==> src/rtl/rv32im_ctrl_pkg.sv <==
// Shared encodings and the control bundle carried from decode into the ID/EX register.
package rv32im_ctrl_pkg;

    // Major opcodes
    localparam logic [6:0] OP_LOAD   = 7'b0000011;
    localparam logic [6:0] OP_IMM    = 7'b0010011;
    localparam logic [6:0] OP_AUIPC  = 7'b0010111;
    localparam logic [6:0] OP_STORE  = 7'b0100011;
    localparam logic [6:0] OP_REG    = 7'b0110011;
    localparam logic [6:0] OP_LUI    = 7'b0110111;
    localparam logic [6:0] OP_BRANCH = 7'b1100011;
    localparam logic [6:0] OP_JALR   = 7'b1100111;
    localparam logic [6:0] OP_JAL    = 7'b1101111;

    // func7 groups
    localparam logic [6:0] F7_BASE   = 7'b0000000;
    localparam logic [6:0] F7_ALT    = 7'b0100000;
    localparam logic [6:0] F7_MULDIV = 7'b0000001;

    // ALU operation codes
    localparam logic [4:0] ALU_PASS   = 5'b00000;
    localparam logic [4:0] ALU_ADD    = 5'b00001;
    localparam logic [4:0] ALU_AND    = 5'b00010;
    localparam logic [4:0] ALU_OR     = 5'b00011;
    localparam logic [4:0] ALU_XOR    = 5'b00100;
    localparam logic [4:0] ALU_SLL    = 5'b00101;
    localparam logic [4:0] ALU_SRL    = 5'b00110;
    localparam logic [4:0] ALU_SRA    = 5'b00111;
    localparam logic [4:0] ALU_SUB    = 5'b01000;
    localparam logic [4:0] ALU_MUL    = 5'b01001;
    localparam logic [4:0] ALU_MULH   = 5'b01010;
    localparam logic [4:0] ALU_MULHU  = 5'b01011;
    localparam logic [4:0] ALU_MULHSU = 5'b01100;
    localparam logic [4:0] ALU_DIV    = 5'b01101;
    localparam logic [4:0] ALU_DIVU   = 5'b01110;
    localparam logic [4:0] ALU_REM    = 5'b01111;
    localparam logic [4:0] ALU_REMU   = 5'b10000;
    localparam logic [4:0] ALU_SLT    = 5'b10001;
    localparam logic [4:0] ALU_SLTU   = 5'b10010;

    // Load selects (LUI/AUIPC reuse the load path to write the immediate result)
    localparam logic [2:0] LD_NONE  = 3'd0;
    localparam logic [2:0] LD_LB    = 3'd1;
    localparam logic [2:0] LD_LH    = 3'd2;
    localparam logic [2:0] LD_LW    = 3'd3;
    localparam logic [2:0] LD_LBU   = 3'd4;
    localparam logic [2:0] LD_LHU   = 3'd5;
    localparam logic [2:0] LD_UPPER = 3'd6;

    // Store selects
    localparam logic [1:0] ST_NONE = 2'd0;
    localparam logic [1:0] ST_SB   = 2'd1;
    localparam logic [1:0] ST_SH   = 2'd2;
    localparam logic [1:0] ST_SW   = 2'd3;

    // Branch selects
    localparam logic [2:0] BR_NONE = 3'd0;
    localparam logic [2:0] BR_BEQ  = 3'd1;
    localparam logic [2:0] BR_BNE  = 3'd2;
    localparam logic [2:0] BR_BLT  = 3'd3;
    localparam logic [2:0] BR_BGE  = 3'd4;
    localparam logic [2:0] BR_BLTU = 3'd5;
    localparam logic [2:0] BR_BGEU = 3'd6;

    // Jump selects
    localparam logic [1:0] JMP_NONE = 2'd0;
    localparam logic [1:0] JMP_JAL  = 2'd1;
    localparam logic [1:0] JMP_JALR = 2'd2;

    typedef struct packed {
        logic [4:0] aluop;
        logic       immflag;
        logic       selectwrite;
        logic       read;
        logic       write;
        logic       writeenable;
        logic [2:0] loadsignal;
        logic [1:0] storesignal;
        logic [2:0] branchsignal;
        logic [1:0] jumpsignal;
        logic [4:0] rd;
    } ctrl_bundle_t;

    typedef enum logic [0:0] {
        S_ISSUE = 1'b0,
        S_MULTI = 1'b1
    } stage_state_t;

endpackage

==> src/rtl/rv32im_ctrl_decode.sv <==
// Combinational instruction decoder: instruction word to control bundle plus class flags.
module rv32im_ctrl_decode
    import rv32im_ctrl_pkg::*;
#(
    parameter bit ENABLE_M = 1'b1
) (
    input  logic [31:0]  i_instr,
    output ctrl_bundle_t o_ctrl,
    output logic         o_illegal,
    output logic         o_is_mul,
    output logic         o_is_div
);

    logic [6:0]   w_opcode;
    logic [4:0]   w_rd;
    logic [2:0]   w_funct3;
    logic [6:0]   w_funct7;
    logic [9:0]   w_unused_src;
    ctrl_bundle_t w_ctrl;
    logic         w_illegal;
    logic         w_is_mul;
    logic         w_is_div;
    logic         w_has_rd;

    assign w_opcode     = i_instr[6:0];
    assign w_rd         = i_instr[11:7];
    assign w_funct3     = i_instr[14:12];
    assign w_funct7     = i_instr[31:25];
    // Register sources and shift amounts are not needed to form control
    assign w_unused_src = i_instr[24:15];

    // Opcode / func3 / func7 decode, then rd and x0 write suppression
    always_comb begin
        w_ctrl    = '0;
        w_illegal = 1'b0;
        w_is_mul  = 1'b0;
        w_is_div  = 1'b0;
        w_has_rd  = 1'b0;
        case (w_opcode)
            OP_REG: begin
                w_has_rd           = 1'b1;
                w_ctrl.writeenable = 1'b1;
                case (w_funct7)
                    F7_BASE: begin
                        case (w_funct3)
                            3'b000:  w_ctrl.aluop = ALU_ADD;
                            3'b001:  w_ctrl.aluop = ALU_SLL;
                            3'b010:  w_ctrl.aluop = ALU_SLT;
                            3'b011:  w_ctrl.aluop = ALU_SLTU;
                            3'b100:  w_ctrl.aluop = ALU_XOR;
                            3'b101:  w_ctrl.aluop = ALU_SRL;
                            3'b110:  w_ctrl.aluop = ALU_OR;
                            default: w_ctrl.aluop = ALU_AND;
                        endcase
                    end
                    F7_ALT: begin
                        case (w_funct3)
                            3'b000:  w_ctrl.aluop = ALU_SUB;
                            3'b101:  w_ctrl.aluop = ALU_SRA;
                            default: w_illegal    = 1'b1;
                        endcase
                    end
                    F7_MULDIV: begin
                        if (!ENABLE_M) begin
                            w_illegal = 1'b1;
                        end else begin
                            w_is_mul = ~w_funct3[2];
                            w_is_div = w_funct3[2];
                            case (w_funct3)
                                3'b000:  w_ctrl.aluop = ALU_MUL;
                                3'b001:  w_ctrl.aluop = ALU_MULH;
                                3'b010:  w_ctrl.aluop = ALU_MULHSU;
                                3'b011:  w_ctrl.aluop = ALU_MULHU;
                                3'b100:  w_ctrl.aluop = ALU_DIV;
                                3'b101:  w_ctrl.aluop = ALU_DIVU;
                                3'b110:  w_ctrl.aluop = ALU_REM;
                                default: w_ctrl.aluop = ALU_REMU;
                            endcase
                        end
                    end
                    default: w_illegal = 1'b1;
                endcase
            end
            OP_IMM: begin
                w_has_rd           = 1'b1;
                w_ctrl.writeenable = 1'b1;
                w_ctrl.immflag     = 1'b1;
                case (w_funct3)
                    3'b000: w_ctrl.aluop = ALU_ADD;
                    3'b010: w_ctrl.aluop = ALU_SLT;
                    3'b011: w_ctrl.aluop = ALU_SLTU;
                    3'b100: w_ctrl.aluop = ALU_XOR;
                    3'b110: w_ctrl.aluop = ALU_OR;
                    3'b111: w_ctrl.aluop = ALU_AND;
                    3'b001: begin
                        if (w_funct7 == F7_BASE) w_ctrl.aluop = ALU_SLL;
                        else                     w_illegal    = 1'b1;
                    end
                    default: begin
                        if (w_funct7 == F7_BASE)     w_ctrl.aluop = ALU_SRL;
                        else if (w_funct7 == F7_ALT) w_ctrl.aluop = ALU_SRA;
                        else                         w_illegal    = 1'b1;
                    end
                endcase
            end
            OP_LOAD: begin
                w_has_rd           = 1'b1;
                w_ctrl.aluop       = ALU_ADD;
                w_ctrl.immflag     = 1'b1;
                w_ctrl.read        = 1'b1;
                w_ctrl.selectwrite = 1'b1;
                w_ctrl.writeenable = 1'b1;
                case (w_funct3)
                    3'b000:  w_ctrl.loadsignal = LD_LB;
                    3'b001:  w_ctrl.loadsignal = LD_LH;
                    3'b010:  w_ctrl.loadsignal = LD_LW;
                    3'b100:  w_ctrl.loadsignal = LD_LBU;
                    3'b101:  w_ctrl.loadsignal = LD_LHU;
                    default: w_illegal         = 1'b1;
                endcase
            end
            OP_STORE: begin
                w_ctrl.aluop   = ALU_ADD;
                w_ctrl.immflag = 1'b1;
                w_ctrl.write   = 1'b1;
                case (w_funct3)
                    3'b000:  w_ctrl.storesignal = ST_SB;
                    3'b001:  w_ctrl.storesignal = ST_SH;
                    3'b010:  w_ctrl.storesignal = ST_SW;
                    default: w_illegal          = 1'b1;
                endcase
            end
            OP_BRANCH: begin
                w_ctrl.aluop = ALU_SUB;
                case (w_funct3)
                    3'b000:  w_ctrl.branchsignal = BR_BEQ;
                    3'b001:  w_ctrl.branchsignal = BR_BNE;
                    3'b100:  w_ctrl.branchsignal = BR_BLT;
                    3'b101:  w_ctrl.branchsignal = BR_BGE;
                    3'b110:  w_ctrl.branchsignal = BR_BLTU;
                    3'b111:  w_ctrl.branchsignal = BR_BGEU;
                    default: w_illegal           = 1'b1;
                endcase
            end
            OP_LUI: begin
                w_has_rd           = 1'b1;
                w_ctrl.aluop       = ALU_PASS;
                w_ctrl.immflag     = 1'b1;
                w_ctrl.writeenable = 1'b1;
                w_ctrl.loadsignal  = LD_UPPER;
            end
            OP_AUIPC: begin
                w_has_rd           = 1'b1;
                w_ctrl.aluop       = ALU_ADD;
                w_ctrl.immflag     = 1'b1;
                w_ctrl.writeenable = 1'b1;
                w_ctrl.loadsignal  = LD_UPPER;
            end
            OP_JAL: begin
                w_has_rd           = 1'b1;
                w_ctrl.aluop       = ALU_ADD;
                w_ctrl.immflag     = 1'b1;
                w_ctrl.writeenable = 1'b1;
                w_ctrl.jumpsignal  = JMP_JAL;
            end
            OP_JALR: begin
                w_has_rd           = 1'b1;
                w_ctrl.aluop       = ALU_ADD;
                w_ctrl.immflag     = 1'b1;
                w_ctrl.writeenable = 1'b1;
                w_ctrl.jumpsignal  = JMP_JALR;
                if (w_funct3 != 3'b000) w_illegal = 1'b1;
            end
            default: w_illegal = 1'b1;
        endcase

        if (w_illegal) begin
            w_ctrl   = '0;
            w_is_mul = 1'b0;
            w_is_div = 1'b0;
        end else begin
            w_ctrl.rd = w_has_rd ? w_rd : 5'd0;
            if (w_rd == 5'd0) w_ctrl.writeenable = 1'b0;
        end
    end

    assign o_ctrl    = w_ctrl;
    assign o_illegal = w_illegal;
    assign o_is_mul  = w_is_mul;
    assign o_is_div  = w_is_div;

endmodule

==> src/rtl/rv32im_decode_stage.sv <==
// Registered decode stage: ID/EX control register, multi-cycle MUL/DIV hold FSM and stall.
module rv32im_decode_stage
    import rv32im_ctrl_pkg::*;
#(
    parameter bit          ENABLE_M   = 1'b1,
    parameter int unsigned MUL_CYCLES = 2,
    parameter int unsigned DIV_CYCLES = 8
) (
    input  logic        CLK,
    input  logic        RESET,
    input  logic [31:0] INSTRUCTION,
    input  logic        IF_VALID,
    input  logic        BUSYWAIT,
    input  logic        FLUSH,
    output logic        STALL,
    output logic        EX_VALID,
    output logic [4:0]  EX_RD,
    output logic [4:0]  ALUOP,
    output logic        IMMflag,
    output logic        SELECTWRITE,
    output logic        READ,
    output logic        WRITE,
    output logic        WRITEENABLE,
    output logic [2:0]  LOADSIGNAL,
    output logic [1:0]  STORESIGNAL,
    output logic [2:0]  BRANCHSIGNAL,
    output logic [1:0]  JUMPSIGNAL,
    output logic        ILLEGAL
);

    localparam int unsigned MAX_CYCLES = (MUL_CYCLES > DIV_CYCLES) ? MUL_CYCLES : DIV_CYCLES;
    localparam int unsigned CNT_W      = $clog2(MAX_CYCLES + 1);
    localparam logic [CNT_W-1:0] MUL_LOAD = CNT_W'(MUL_CYCLES - 1);
    localparam logic [CNT_W-1:0] DIV_LOAD = CNT_W'(DIV_CYCLES - 1);
    localparam bit          MUL_MULTI  = (MUL_CYCLES > 1);
    localparam bit          DIV_MULTI  = (DIV_CYCLES > 1);

    ctrl_bundle_t     w_dec_ctrl;
    logic             w_dec_illegal;
    logic             w_dec_is_mul;
    logic             w_dec_is_div;

    stage_state_t     r_state;
    stage_state_t     w_state_nxt;
    logic [CNT_W-1:0] r_cnt;
    logic [CNT_W-1:0] w_cnt_nxt;
    ctrl_bundle_t     r_ex;
    ctrl_bundle_t     w_ex_nxt;
    logic             r_ex_valid;
    logic             w_ex_valid_nxt;
    logic             r_illegal;
    logic             w_illegal_nxt;

    rv32im_ctrl_decode #(
        .ENABLE_M (ENABLE_M)
    ) u_decode (
        .i_instr   (INSTRUCTION),
        .o_ctrl    (w_dec_ctrl),
        .o_illegal (w_dec_illegal),
        .o_is_mul  (w_dec_is_mul),
        .o_is_div  (w_dec_is_div)
    );

    // Next-state, counter and ID/EX contents; busy memory freezes everything
    always_comb begin
        w_state_nxt    = r_state;
        w_cnt_nxt      = r_cnt;
        w_ex_nxt       = r_ex;
        w_ex_valid_nxt = r_ex_valid;
        w_illegal_nxt  = r_illegal;
        if (!BUSYWAIT) begin
            if (FLUSH) begin
                w_ex_nxt       = '0;
                w_ex_valid_nxt = 1'b0;
                w_illegal_nxt  = 1'b0;
                w_cnt_nxt      = '0;
                w_state_nxt    = S_ISSUE;
            end else if (r_state == S_MULTI) begin
                w_cnt_nxt = r_cnt - CNT_W'(1);
                if (r_cnt == CNT_W'(1)) w_state_nxt = S_ISSUE;
            end else begin
                w_ex_nxt       = '0;
                w_ex_valid_nxt = 1'b0;
                w_illegal_nxt  = 1'b0;
                if (IF_VALID) begin
                    if (w_dec_illegal) begin
                        w_illegal_nxt = 1'b1;
                    end else begin
                        w_ex_nxt       = w_dec_ctrl;
                        w_ex_valid_nxt = 1'b1;
                        if (w_dec_is_mul && MUL_MULTI) begin
                            w_cnt_nxt   = MUL_LOAD;
                            w_state_nxt = S_MULTI;
                        end else if (w_dec_is_div && DIV_MULTI) begin
                            w_cnt_nxt   = DIV_LOAD;
                            w_state_nxt = S_MULTI;
                        end
                    end
                end
            end
        end
    end

    // FSM state and occupancy counter
    always_ff @(posedge CLK or posedge RESET) begin
        if (RESET) begin
            r_state <= S_ISSUE;
            r_cnt   <= '0;
        end else begin
            r_state <= w_state_nxt;
            r_cnt   <= w_cnt_nxt;
        end
    end

    // ID/EX pipeline register
    always_ff @(posedge CLK or posedge RESET) begin
        if (RESET) begin
            r_ex       <= '0;
            r_ex_valid <= 1'b0;
            r_illegal  <= 1'b0;
        end else begin
            r_ex       <= w_ex_nxt;
            r_ex_valid <= w_ex_valid_nxt;
            r_illegal  <= w_illegal_nxt;
        end
    end

    // Stall drops in the same cycle the FSM leaves MULTI so the next word loads on that edge
    assign STALL        = BUSYWAIT | (r_state == S_MULTI);
    assign EX_VALID     = r_ex_valid;
    assign EX_RD        = r_ex.rd;
    assign ALUOP        = r_ex.aluop;
    assign IMMflag      = r_ex.immflag;
    assign SELECTWRITE  = r_ex.selectwrite;
    assign READ         = r_ex.read;
    assign WRITE        = r_ex.write;
    assign WRITEENABLE  = r_ex.writeenable;
    assign LOADSIGNAL   = r_ex.loadsignal;
    assign STORESIGNAL  = r_ex.storesignal;
    assign BRANCHSIGNAL = r_ex.branchsignal;
    assign JUMPSIGNAL   = r_ex.jumpsignal;
    assign ILLEGAL      = r_illegal;

endmodule

==> config.mk <==
export PLATFORM = sky130hd
export DESIGN_NAME = rv32im_decode_stage
export DESIGN_NICKNAME = d
export VERILOG_FILES = /design/src/rtl/rv32im_ctrl_pkg.sv /design/src/rtl/rv32im_ctrl_decode.sv /design/src/rtl/rv32im_decode_stage.sv
export SDC_FILE = /design/constraint.sdc
export NUM_CORES = 1
export LEC_CHECK = 0
export CAP_MARGIN = 10
export CELL_PAD_IN_SITES_DETAIL_PLACEMENT = 0
export CELL_PAD_IN_SITES_GLOBAL_PLACEMENT = 2
export CORE_MARGIN = 2
export CORE_UTILIZATION = 26
export CTS_CLUSTER_DIAMETER = 80
export DETAILED_ROUTE_END_ITERATION = 6
export PLACE_DENSITY_LB_ADDON = 0.1
export REMOVE_ABC_BUFFERS = 1
export SYNTH_ARGS = -nofsm -noshare
export SYNTH_HDL_FRONTEND = slang
export SYNTH_SLANG_ARGS = --single-unit
==> constraint.sdc <==
create_clock -name CLK -period 1.55 [get_ports CLK]
set_input_delay 0.31 -clock CLK [delete_from_list [all_inputs] [get_ports CLK]]
set_output_delay 0.31 -clock CLK [all_outputs]
set_load 0.02 [all_outputs]
==> results <==
[registers in the layout, summed over array words and instances (netlist names)]
signal,cells
EX_VALID,1
WRITEENABLE,1
ILLEGAL,1
IMMflag,1
ALUOP,5
WRITE,1
STORESIGNAL,2
SELECTWRITE,1
LOADSIGNAL,3
r_state,1
JUMPSIGNAL,2
EX_RD,5
r_cnt,4
BRANCHSIGNAL,3
[critical path: cells and delay by family]
family	cells	cell delay, ps
AOI/OAI and AO/OA	2	490
buffers and inverters	2	260
and+or+nand+nor	2	750
[worst paths after layout]
| kind | end | slack, ps | cells after the start |
|---|---|---|---|
| worst max-delay path | r_cnt[1] | -80 | 6 |
| worst min register to register | EX_RD[3] | 470 | 2 |
| worst min-delay path | ALUOP[0] | 370 | 3 |
| max in group asynchronous | BRANCHSIGNAL[1] | 1010 | 3 |
| min in group CLK | EX_RD[3] | 470 | 2 |
| worst max register to register | BRANCHSIGNAL[0] | 120 | 5 |
[synth_stat cells (2+ instances only)]
| cell | instances |
|---|---|
| nand2_1 | 43 |
| dfrtp_1 | 31 |
| o21ai_0 | 24 |
| clkbuf_1 | 20 |
| nor2_1 | 15 |
| o31ai_1 | 13 |
| inv_1 | 11 |
| a21oi_1 | 10 |
| nor2b_1 | 7 |
| o41ai_1 | 7 |
| nand4_1 | 6 |
| nand3_1 | 5 |
| nand2b_1 | 4 |
| nor3_1 | 4 |
| nor4_1 | 3 |
| or4_1 | 3 |
| a211oi_1 | 2 |
| a31oi_1 | 2 |
| a32oi_1 | 2 |
| a41oi_1 | 2 |
| and2_1 | 2 |
| and4_1 | 2 |
| buf_2 | 2 |
| ha_1 | 2 |
| nor4b_1 | 2 |
| o22ai_1 | 2 |
| or3_4 | 2 |
[what timing repair did]
| action | CTS | global route |
|---|---|---|
| setup buffers | 2 | 1 |
| cloned | 2 | 0 |
| endpoints found under the setup margin | 54 | 36 |
| gates resized for setup | 116 | 39 |
| pin swaps | 30 | 19 |
[routing by layer]
metal	part of all wire [%]	vias to the layer above
li1	-	1189
met1	48	1127
met2	47	53
met3	3.8	6
met4	1.1	0
met5	0	-
[metrics by stage]
step                      std cells  area (µm²)  worst slack, ps
after floorplan                 234        1980             -294
final                           481        3740            -82.5
after detailed placement        469        3290             -870
after CTS                       481        3610            -80.9
after global placement          469        3290             -831
after global routing            481        3740             -107
[logic make-up after synthesis]
logic type / share of synthesized area (%)
simple gates: 26.6
buf+inv: 6.95
mux: 0.480
xor+xnor: 0.420
fa+ha+maj: 1.20
flops: 37.2
compound gates: 27.2
[where the power goes]
| group | internal [mW] | leakage (nW) | switching [mW] |
|---|---|---|---|
| Clock | 0.520 | 0.0612 | 0.323 |
| Sequential | 0.827 | 0.427 | 0.0184 |
| Combinational | 0.276 | 1.34 | 0.275 |
[area by class of cell]
| type | count | area [µm²] | area share (%) |
|---|---|---|---|
| well taps | 102 | 128 | 3.42 |
| flip-flops and latches | 31 | 776 | 20.8 |
| clock buffers | 6 | 82.6 | 2.21 |
| repair buffers | 137 | 1220 | 32.6 |
| multi-input cells | 192 | 1460 | 39.0 |
| inverters | 11 | 41.3 | 1.11 |
| clock inverters | 2 | 35.0 | 0.938 |
==> impl_results.md <==
* Synth cell types at 57
* Met3 Use GR at 2.74%
* Final WS setup at -82.5 ps
* Crit path max fanout at 5
* Num CTS Buffers at 5
* Final ANT Viol Nets at 0
* Pwr Density at 600 nW/µm²
* Ys flop type: dfrtp_1
* Cell taking the most area after synthesis: dfrtp_1
* Clock root buffer: clkbuf_8
* Most Used Layer, Global Route: met2
* Syn. warnings at 0
* DP HPWL at 5380 µm
* Crit-path cells: buf_6, or3_4, or3_4, o31a_1, buf_4, o41ai_2
* Tmin final at 1630 ps
* Number of max-cap violations at 0
* DR WL/cell at 14.6 µm
* Filler cells at 783
* Post-Syn Area at 2090 µm²
* GRT Util Overall at 17.2%
* Yosys top cell area share at 37.2%
* # clock sinks at 31
* Class of the worst hold path: input port to asynchronous set/reset pin
* Die Width at 93.6 µm
* Power consumption at 2.24 mW
* Sequential element share of the synthesized area at 37.2%
* CTS Hold Bufs at 0
* Post-synth EDFFs at 0
* Area grow syn2layout at 79.0%
* Critical path capture point type: register
* Crit-path max cell delay at 380 ps
* Clock Path Buffers at 2
* Fin util at 48.1%
* Synth area leaders: dfrtp_1 37%, nand2_1 7.7%, o21ai_0 5.8%
* # port buffers at 54
* Hold slack at 372 ps
* # DRC at 0
* Largest net degree at the start of global routing at 32
* First-pass GRT wire length at 12100 µm
* Via count at 2375
* Worst EP arrival at 1810 ps
* Most common cell after layout, fill and taps aside: buf_4
* VDD IR max at 0.000317 V
* Die Y at 93.6 µm
* M2 GR Usage at 29.6%
* Outcome: complete, but fails checks
* Leakage Power at 1.83 nW
* CP startpoint: INSTRUCTION[3]
* Vias/cell at 4.94
* CTS tree: yes
* Failing checks: setup timing
* Nets at 417
* Peak Freq at 613 MHz
* Initial Util at 26.9%
* GP Congestion at 0.779
* DRT iter0 DRCs at 58
* Core Box Area at 7770 µm²
* Drt pass-1 iters at 4
* Commonest non-fill, non-tap cells in the layout: 66 x buf_4, 41 x nand2_1, 31 x dfrtp_1, 31 x dlygate4sd2_1
* WP data required at 1730 ps
* FF-to-FF Start: r_state
* Hold Vio Cnt, Final at 0
* Mapped Cells at 258
* GR Util met1 at 22.5%
* Clk slew on worst S/H paths at 70 ps
* Setup TNS at -295 ps
* Die area at 8760 µm²
* Initial antenna violation count at 0
* Slew margin rel. at 78.4%
* Total gr overflow at 0
* Crit path top cell by count: or3_4
* Final slew viol count at 0
* Avg Cell Area, Syn at 8.09 µm²
* DRT Wirelength at 7030 µm
* Async SR Flop Fraction at 100%
* H-tree lvl count at 2
* Tightest Pin Transition at 321 ps
* I/O pin count at 65
* Worst Setup Path Type: input port to register
* Clk Latency, worst-skew pair at 280 ps
* Vias in the first global route at 2446
* Clk_skew at 6.12 ps
* Yosys reg bits at 31
* RSZ-0062 raised after global routing: yes
* FP Rows at 32
* Slowest CP cell: or3_4
* Fin crit share at 105%
* Finish-stage setup viols at 14
* Crit path launch type: input port
* N_diodes at 0
* Share of layout cells above drive strength 1 at 40.6%
No activity file was read; power rests on OpenSTA's default activity.
